**src/rtl/visitor_scan_ctrl.sv**
```systemverilog
// Doorway direction decoder with a saturating 4-digit BCD occupancy count
// and a time-multiplexed digit bus for the downstream display demux.
module visitor_scan_ctrl #(
    parameter int SCAN_DIV  = 50000,
    parameter int MAX_COUNT = 9999
) (
    input  logic        clk,
    input  logic        rst_n,
    input  logic        sensor_a,
    input  logic        sensor_b,
    output logic [15:0] count_bcd,
    output logic [1:0]  digit_sel,
    output logic        digit_en,
    output logic [3:0]  bcd_digit,
    output logic        enter_pulse,
    output logic        exit_pulse,
    output logic        full,
    output logic        empty
);

    typedef enum logic [2:0] {
        IDLE, A1, AB_IN, B_IN, B1, AB_OUT, A_OUT, WAIT_CLR
    } state_t;

    localparam int            PW       = (SCAN_DIV > 1) ? $clog2(SCAN_DIV) : 1;
    localparam logic [PW-1:0] PRE_LAST = PW'(SCAN_DIV - 1);
    localparam logic [15:0]   MAX_BCD  = {4'(MAX_COUNT / 1000), 4'((MAX_COUNT / 100) % 10),
                                          4'((MAX_COUNT / 10) % 10), 4'(MAX_COUNT % 10)};

    logic          a_s1, a_s2, b_s1, b_s2;
    logic [1:0]    ab;
    state_t        state, state_nxt;
    logic          entry_evt, exit_evt;
    logic [PW-1:0] prescale;
    logic [1:0]    sel_nxt;
    logic [3:0]    en_vec;

    function automatic logic [15:0] bcd_inc(input logic [15:0] v);
        logic [15:0] r;
        logic        c;
        r = v;
        c = 1'b1;
        for (int i = 0; i < 4; i++) begin
            if (c) begin
                if (r[4*i +: 4] == 4'd9) r[4*i +: 4] = 4'd0;
                else begin
                    r[4*i +: 4] = r[4*i +: 4] + 4'd1;
                    c = 1'b0;
                end
            end
        end
        return r;
    endfunction

    function automatic logic [15:0] bcd_dec(input logic [15:0] v);
        logic [15:0] r;
        logic        b;
        r = v;
        b = 1'b1;
        for (int i = 0; i < 4; i++) begin
            if (b) begin
                if (r[4*i +: 4] == 4'd0) r[4*i +: 4] = 4'd9;
                else begin
                    r[4*i +: 4] = r[4*i +: 4] - 4'd1;
                    b = 1'b0;
                end
            end
        end
        return r;
    endfunction

    // NOTE: sequential state uses non-blocking assignments so every flop samples pre-edge values.
    always_ff @(posedge clk or negedge rst_n) begin
        if (!rst_n) {a_s1, a_s2, b_s1, b_s2} <= '0;
        else        {a_s1, a_s2, b_s1, b_s2} <= {sensor_a, a_s1, sensor_b, b_s1};
    end

    assign ab = {a_s2, b_s2};

    always_ff @(posedge clk or negedge rst_n) begin
        if (!rst_n) state <= IDLE;
        else        state <= state_nxt;
    end

    // NOTE: default assignment first keeps this combinational block latch-free.
    always_comb begin
        state_nxt = state;
        unique case (state)
            IDLE:     if (ab == 2'b10) state_nxt = A1;
                      else if (ab == 2'b01) state_nxt = B1;
                      else if (ab == 2'b11) state_nxt = WAIT_CLR;
            A1:       if (ab == 2'b11) state_nxt = AB_IN;
                      else if (ab == 2'b00) state_nxt = IDLE;
                      else if (ab == 2'b01) state_nxt = WAIT_CLR;
            AB_IN:    if (ab == 2'b01) state_nxt = B_IN;
                      else if (ab == 2'b10) state_nxt = A1;
                      else if (ab == 2'b00) state_nxt = IDLE;
            B_IN:     if (ab == 2'b00) state_nxt = IDLE;
                      else if (ab == 2'b11) state_nxt = AB_IN;
                      else if (ab == 2'b10) state_nxt = WAIT_CLR;
            B1:       if (ab == 2'b11) state_nxt = AB_OUT;
                      else if (ab == 2'b00) state_nxt = IDLE;
                      else if (ab == 2'b10) state_nxt = WAIT_CLR;
            AB_OUT:   if (ab == 2'b10) state_nxt = A_OUT;
                      else if (ab == 2'b01) state_nxt = B1;
                      else if (ab == 2'b00) state_nxt = IDLE;
            A_OUT:    if (ab == 2'b00) state_nxt = IDLE;
                      else if (ab == 2'b11) state_nxt = AB_OUT;
                      else if (ab == 2'b01) state_nxt = WAIT_CLR;
            WAIT_CLR: if (ab == 2'b00) state_nxt = IDLE;
            default:  state_nxt = IDLE;
        endcase
    end

    always_comb begin
        entry_evt = (state == B_IN)  && (ab == 2'b00);
        exit_evt  = (state == A_OUT) && (ab == 2'b00);
    end

    // Pulses still fire at the limits; only the count is clamped.
    always_ff @(posedge clk or negedge rst_n) begin
        if (!rst_n) begin
            count_bcd   <= '0;
            enter_pulse <= 1'b0;
            exit_pulse  <= 1'b0;
        end else begin
            enter_pulse <= entry_evt;
            exit_pulse  <= exit_evt;
            if (entry_evt && count_bcd != MAX_BCD)   count_bcd <= bcd_inc(count_bcd);
            else if (exit_evt && count_bcd != '0)    count_bcd <= bcd_dec(count_bcd);
        end
    end

    assign full  = (count_bcd == MAX_BCD);
    assign empty = (count_bcd == '0);

    // A digit is lit if it or any more significant digit is nonzero; units always lit.
    always_comb begin
        en_vec[3] = |count_bcd[15:12];
        en_vec[2] = en_vec[3] | (|count_bcd[11:8]);
        en_vec[1] = en_vec[2] | (|count_bcd[7:4]);
        en_vec[0] = 1'b1;
    end

    assign sel_nxt = (prescale == PRE_LAST) ? digit_sel + 2'd1 : digit_sel;

    // Select, data and enable register together so the demux never sees a mixed pair.
    always_ff @(posedge clk or negedge rst_n) begin
        if (!rst_n) begin
            prescale  <= '0;
            digit_sel <= 2'd0;
            bcd_digit <= 4'd0;
            digit_en  <= 1'b1;
        end else begin
            prescale  <= (prescale == PRE_LAST) ? '0 : prescale + 1'b1;
            digit_sel <= sel_nxt;
            bcd_digit <= count_bcd[{sel_nxt, 2'b00} +: 4];
            digit_en  <= en_vec[sel_nxt];
        end
    end

endmodule

```
**config.mk**
```make
export PLATFORM = sky130hd
export DESIGN_NAME = visitor_scan_ctrl
export DESIGN_NICKNAME = d
export VERILOG_FILES = /design/src/rtl/visitor_scan_ctrl.sv
export SDC_FILE = /design/constraint.sdc
export NUM_CORES = 1
export LEC_CHECK = 0
export CORE_ASPECT_RATIO = 1.5
export CORE_MARGIN = 2
export CORE_UTILIZATION = 51
export CTS_CLUSTER_DIAMETER = 120
export DETAILED_ROUTE_END_ITERATION = 10
export GPL_TIMING_DRIVEN = 0
export PLACE_DENSITY = 0.73
export SETUP_SLACK_MARGIN = 0.02
export SYNTH_ARGS = -nofsm -noshare
export SYNTH_HDL_FRONTEND = slang
export SYNTH_SLANG_ARGS = --single-unit
```
**constraint.sdc**
```tcl
create_clock -name clk -period 2.6 [get_ports clk]
set_input_delay 0.39 -clock clk [delete_from_list [all_inputs] [get_ports clk]]
set_output_delay 0.39 -clock clk [all_outputs]
set_load 0.1 [all_outputs]
```
==> flow_summary.json, run 1 <==
{
  "outcome": "finished, final reports clean",
  "die_x_um": 66.5,
  "cp_cell_sequence": "buf_6 > nor4_2 > nand3_1 > nor2_4 > buf_4",
  "overflow": 0,
  "drt-total-wl_mm": 7.04,
  "fin_crit_ns": 2.51,
  "drtIter0Drc": 205,
  "clkSlewWorstSetupHoldPaths_ns": 0.10,
  "synth_top_family_by_area": "simple AND/OR/NAND/NOR gates",
  "synth_nets": 325,
  "slowest_delay_ns": 0.46,
  "fp.dieH_um": 97.8,
  "setup_viol_count_final": 0,
  "synthMuxAreaShare_pct": 3.72,
  "vdd_drop_max_mv": 0.564,
  "numCtsBuffers": 5,
  "drc_errors": 0,
  "worstSetupStartpoint": "count_bcd[4]",
  "power.clock.fraction_pct": 17.1,
  "synth-edff-count": 0,
  "min_path_type": "input pin to async pin",
  "r2r_slack_ns": 0.19,
  "place_ws_ns": -0.378,
  "p_int_uw": 1930,
  "netlist-cell-type-count": 65,
  "vias": 2623,
  "crit_end": "empty",
  "cts.sinks": 48,
  "crit_path_end_kind": "output pin",
  "finalNonFillerCells": 426,
  "regToRegStartpoint": "b_s2",
  "power_switching_share_pct": 50.1,
  "grt_pass1_vias": 2451,
  "syn_to_final_growth_pct": 19.6,
  "ctsHoldBuffers": 0,
  "combPwrFrac_pct": 55.8,
  "drt_first_pass_iters": 5,
  "cp_slowest_cell": "nor4_2",
  "clock_tree.buffer_depth": 2,
  "top_layer_used": "met4",
  "grt_start_max_net_pins": 31,
  "fin_setup_tns_ns": 0,
  "cts_root_buf": "clkbuf_8",
  "grt_usage_pct": 22.3,
  "cts_tree": "yes",
  "wl_met2_mm": 3.65,
  "syn_area_mm2": 0.00299,
  "seqPwrFrac_pct": 27.2,
  "hold_viol": 0,
  "stdcell_area_mm2": 0.00358,
  "gp_congestion": 0.869,
  "grt_antenna_before_repair": 0,
  "timing.final.ws_setup_ns": 0.0893,
  "dieArea_mm2": 0.00650,
  "drt-met1-wl_mm": 2.85,
  "critPathLaunchType": "flip-flop",
  "reg2reg_depth": 8,
  "syn_avg_cell_area_um2": 9.49,
  "num_antenna_cells": 0,
  "synthXorXnorAreaFrac_pct": 7.03,
  "post_drt_wl_per_cell_um": 16.5,
  "ctsResizeCount": 10,
  "skew_ns": 0.0139,
  "switchingPower_uw": 1930,
  "dp_cells": 418,
  "io_pins": 31,
  "ys_ff_latch": 48,
  "fmaxAchievable_mhz": 398,
  "max_cap_viol_count": 0,
  "leakage_uw": 0.00147,
  "worstPathArrival_ns": 2.12,
  "crit_fanout": 9,
  "rows": 34,
  "crit_required_ns": 2.21,
  "initial_utilization_pct": 52.1,
  "grt_pass1_wl_mm": 11.4,
  "final_max_slew_viol_count": 0,
  "slew_headroom_pct": 35.0,
  "synth_ff_type": "dfrtp_1",
  "drive_gt1_share_pct": 16.7,
  "synth_fa_ha_area_share_pct": 2.51,
  "routed-wl-met3_um": 339,
  "ant_nets": 0,
  "rsz0062_at_grt": "no",
  "r2r-end": "count_bcd[10]",
  "yosys.area_share.simple_pct": 23.9,
  "vias_per_cell": 6.16,
  "hold_ws_ns": 0.0382,
  "cts_setup_buffers": 0,
  "core_mm2": 0.00574,
  "placed_cell_area_mm2": 0.00341,
  "synth_compound_area_share_pct": 17.0,
  "clock_latency_ns": 0.31,
  "yosys_warnings": 0,
  "ys_async_sr_fraction_pct": 100,
  "period_share_pct": 96.6,
  "io_buffers": 30,
  "syn_inst": 315,
  "worst_slew_pin_slew_ns": 0.972,
  "worstSetupPathType": "flip-flop to output pin",
  "yosysSeqAreaShare_pct": 40.2,
  "post-dp-hpwl_mm": 4.96,
  "cts_htree_levels": 2,
  "final_nets": 363,
  "powerDensity_mw_per_mm2": 1080
}
==> power by group through the flow <==
stage | logic, µW | registers, µW | clock network (µW)
after floorplan | 841 | 1870 | 0
after global placement | 2120 | 1050 | 0
after detailed placement | 2130 | 1050 | 0
after CTS | 2140 | 1040 | 674
after global routing | 2260 | 1070 | 706
final | 2150 | 1050 | 659
==> cell families (layout without fill, tap and decap cells) <==
group           Yosys count  after routing
buf+inv                  36             75
xor+xnor                 24             24
flops                    48             48
simple gates            123            123
mux                       6              6
fa+ha+maj                 6              6
compound gates           72             72
==> sequential cells by signal, indices dropped and copies added, names as in the netlist, 2 cells and up <==
register / cells
state: 3
count_bcd: 16
prescale: 16
bcd_digit: 4
digit_sel: 2
==> worst max-delay path: cells and delay by family, from the launching register on <==
kind,cells,cell delay (ns)
AND/OR/NAND/NOR,3,0.94
flip-flops,1,0.41
buffers and inverters,2,0.46
==> cell usage after synthesis, types with 4 or more instances <==
cell type   n  area share (%)
dfrtp_1    47              39
nand2b_1    6             1.3
a21oi_1    19             3.2
buf_2       7             1.2
nor3_1     11             1.8
o22ai_1     4            0.84
xor2_1      9             2.6
nand2_1    19             2.4
xnor2_1    15             4.4
o21ai_0    10             1.7
clkbuf_1   10             1.3
nor4_1      5             1.0
nand3_1    15             2.5
inv_1      12             1.5
ha_1        6             2.5
mux4_2      4             3.0
and3_1      5             1.0
nor2_1     31             3.9
==> routing by layer <==
| layer | track usage (%) | up-vias |
|---|---|---|
| li1 | - | 1236 |
| met1 | 27.2 | 1269 |
| met2 | 38.2 | 97 |
| met3 | 3.46 | 21 |
| met4 | 9.73 | 0 |
| met5 | 0 | - |
==> cell usage in the layout (no fill, tap or decap), types with 4 or more instances in the layout <==
cell	netlist	routed
dfrtp_1	47	39
nor2_1	31	30
clkdlybuf4s50_1	0	27
nand2_1	19	19
a21oi_1	19	18
xnor2_1	15	15
nand3_1	15	15
inv_1	12	11
nor3_1	11	11
buf_2	7	10
o21ai_0	10	10
clkbuf_1	10	9
xor2_1	9	8
dfrtp_2	0	8
nand2b_1	6	6
and3_1	5	5
ha_1	6	5
clkbuf_8	0	5
mux4_2	4	4
nor4_2	2	4
o22ai_1	4	4
==> area by class of cell <==
cell class	instances	area (µm²)
Clock buffer	5	68.8
Buffer	22	115
Inverter	14	55.1
Tap cell	72	90.1
Sequential cell	48	1210
Fill cell	478	2170
Timing Repair Buffer	31	308
Clock inverter	3	68.8
Multi-Input combinational cell	231	1660
==> per-stage QoR <==
stage	utilization, %	power (µW)
after floorplan	-	2710
after global placement	59.2	3170
after detailed placement	59.4	3180
after CTS	61.9	3850
after global routing	62.3	4030
final	62.3	3860
==> how the worst min path moves through the flow <==
stage,start,end,slack (ns),cells past startpoint
after CTS,rst_n,count_bcd[10],0.04,1
after floorplan,rst_n,a_s1,0.09,0
after global routing,rst_n,count_bcd[10],0.06,1
final,rst_n,count_bcd[10],0.04,1
after detailed placement,b_s1,b_s2,0.34,0
after global placement,a_s1,a_s2,0.33,0
(Power assumes the default switching activity.)
==> inputs of run 2 (changes only) <==
- PLACE_DENSITY: 0.73 -> 0.76
- clock period: 2.6 -> 2.2 ns (I/O delays scaled with it)
==> run 2 against run 1 <==
Non-clock buffer count increased by 16; combinational power increased by 21%; final area increased by 8.8%; count of clock-buffer cells in the layout unchanged; critical path depth unchanged; sequential power increased by 23%; clock skew decreased by 0.0075 ns; critical path type unchanged.
==> flow_summary.json, run 2 (synthesis results as in run 1) <==
{
  "outcome": "finished, final reports clean",
  "setup_viol_count_final": 0,
  "rsz0062_at_grt": "yes",
  "final_common_cell": "nor2_1",
  "grt_antenna_before_repair": 0,
  "finalNonFillerCells": 442,
  "regToRegStartpoint": "a_s2",
  "crit_path_end_kind": "output pin",
  "post_drt_wl_per_cell_um": 16.0,
  "gp_congestion": 0.833,
  "core_mm2": 0.00574,
  "io_pins": 31,
  "max_cap_viol_count": 0,
  "switchingPower_uw": 2310,
  "grt_start_max_net_pins": 34,
  "post-dp-hpwl_mm": 4.97,
  "cts_root_buf": "clkbuf_8",
  "ant_nets": 0,
  "min_path_type": "flip-flop to flip-flop",
  "final_nets": 379,
  "vdd_drop_max_mv": 0.795,
  "power_switching_share_pct": 52.4,
  "period_share_pct": 99.3,
  "cts_htree_levels": 2,
  "slew_headroom_pct": 34.8,
  "regArea_mm2": 0.00125,
  "drtIter0Drc": 247,
  "vias_per_cell": 6.01,
  "dieArea_mm2": 0.00650,
  "holdCritStartpoint": "a_s1",
  "worstSetupStartpoint": "count_bcd[5]",
  "cp_slowest_cell": "dfrtp_4",
  "io_buffers": 30,
  "cts.sinks": 48,
  "fin_crit_ns": 2.18,
  "powerDensity_mw_per_mm2": 1140,
  "crit_fanout": 4,
  "drt-total-wl_mm": 7.08,
  "fmaxAchievable_mhz": 458,
  "cts_tree": "yes",
  "die_x_um": 66.5,
  "multi_input_area_mm2": 0.00180,
  "hold_viol": 0,
  "grt_usage_pct": 21.8,
  "grt_pass1_wl_mm": 11.2,
  "clkSlewWorstSetupHoldPaths_ns": 0.09,
  "drive_gt1_share_pct": 26.5,
  "clock_latency_ns": 0.30,
  "overflow": 0,
  "cp_num_buf_inv": 2,
  "combPwrFrac_pct": 58.8,
  "reg_top3": "count_bcd: 16 flops, prescale: 16 flops, bcd_digit: 4 flops",
  "p_int_uw": 2100,
  "hold_ws_ns": 0.355,
  "grt_pass1_vias": 2462,
  "syn_to_final_growth_pct": 30.1,
  "skew_ns": 0.00639,
  "n_fill_cell": 464,
  "drc_errors": 0,
  "dp_cells": 418,
  "numCtsBuffers": 5,
  "path_delay_family": "simple AND/OR/NAND/NOR gates",
  "slowest_delay_ns": 0.50,
  "vias": 2655,
  "crit_required_ns": 1.87,
  "critPathLaunchType": "flip-flop",
  "rows": 34,
  "cp_cell_sequence": "buf_8 > nor4_4 > nand3_2 > nor2_4 > buf_12",
  "worstSetupPathType": "flip-flop to output pin",
  "num_antenna_cells": 0,
  "worstPathArrival_ns": 1.85,
  "drt_first_pass_iters": 4,
  "clock_tree.buffer_depth": 2,
  "leakage_uw": 0.00159,
  "layout_common_cells": "nor2_1, dfrtp_1, nand2_1",
  "initial_utilization_pct": 52.1,
  "power.clock.fraction_pct": 12.1,
  "seqPwrFrac_pct": 29.2,
  "worst_slew_pin_slew_ns": 0.974,
  "fp.dieH_um": 97.8,
  "final_max_slew_viol_count": 0
}
[run 2: cell type report]
type	instances	share of cell area, %
multi-input combinational	231	46.3
sequential	48	32.2
timing repair buffer	47	11.1
buffer	22	4.08
tap	72	2.32
clock buffer	5	1.77
inverter	14	1.61
clock inverter	3	0.611
[run 2: power by group through the flow]
stage | clock network [µW] | registers, µW | logic (µW)
detailed placement | 0 | 1290 | 2570
finish | 533 | 1290 | 2600
floorplan | 0 | 2270 | 1040
global route | 592 | 1310 | 2740
global placement | 0 | 1290 | 2540
CTS | 554 | 1280 | 2550
[run 2: stage by stage]
stage / instance area, µm² / power (µW) / setup WS (ns) / TNS [ns] / util (%)
after floorplan: 3120 / 3310 / -0.0676 / -0.0842 / -
after global placement: 3510 / 3830 / -0.872 / -35.34 / 61.2
after detailed placement: 3530 / 3860 / -0.645 / -5.06 / 61.4
after CTS: 3730 / 4380 / -0.0284 / -0.0284 / 64.9
after global routing: 3890 / 4640 / -0.0598 / -0.0672 / 67.8
final: 3890 / 4420 / 0.0159 / 0 / 67.8
[run 2: layer usage]
layer  wire length [µm]  track usage (%)
met1               2910             26.5
met2               3730             38.0
met3                248             3.00
met4                178             8.95
met5                  0                0
[run 2: worst paths after layout]
check / depth (start not counted) / slack [ns] / to
max in group asynchronous: 3 / 1.14 / digit_en
min in group asynchronous: 2 / 0.49 / b_s1
worst min register to register: 0 / 0.35 / a_s2
worst min-delay path: 0 / 0.35 / a_s2
worst max-delay path: 5 / 0.02 / empty
worst max register to register: 7 / 0.06 / count_bcd[10]
[run 2: what timing repair did]
action	CTS	global route
hold endpoints to repair	15	0
gates resized for setup	55	12
pin swaps	5	6
setup endpoints to repair	38	10
hold buffers	1	0
setup buffers	2	13
==> inputs of run 3 (changes only) <==
- CTS_CLUSTER_SIZE: unset -> 40
==> results of run 3 <==
Same layout as run 2: the final DEF is identical, and so are final timing and power.
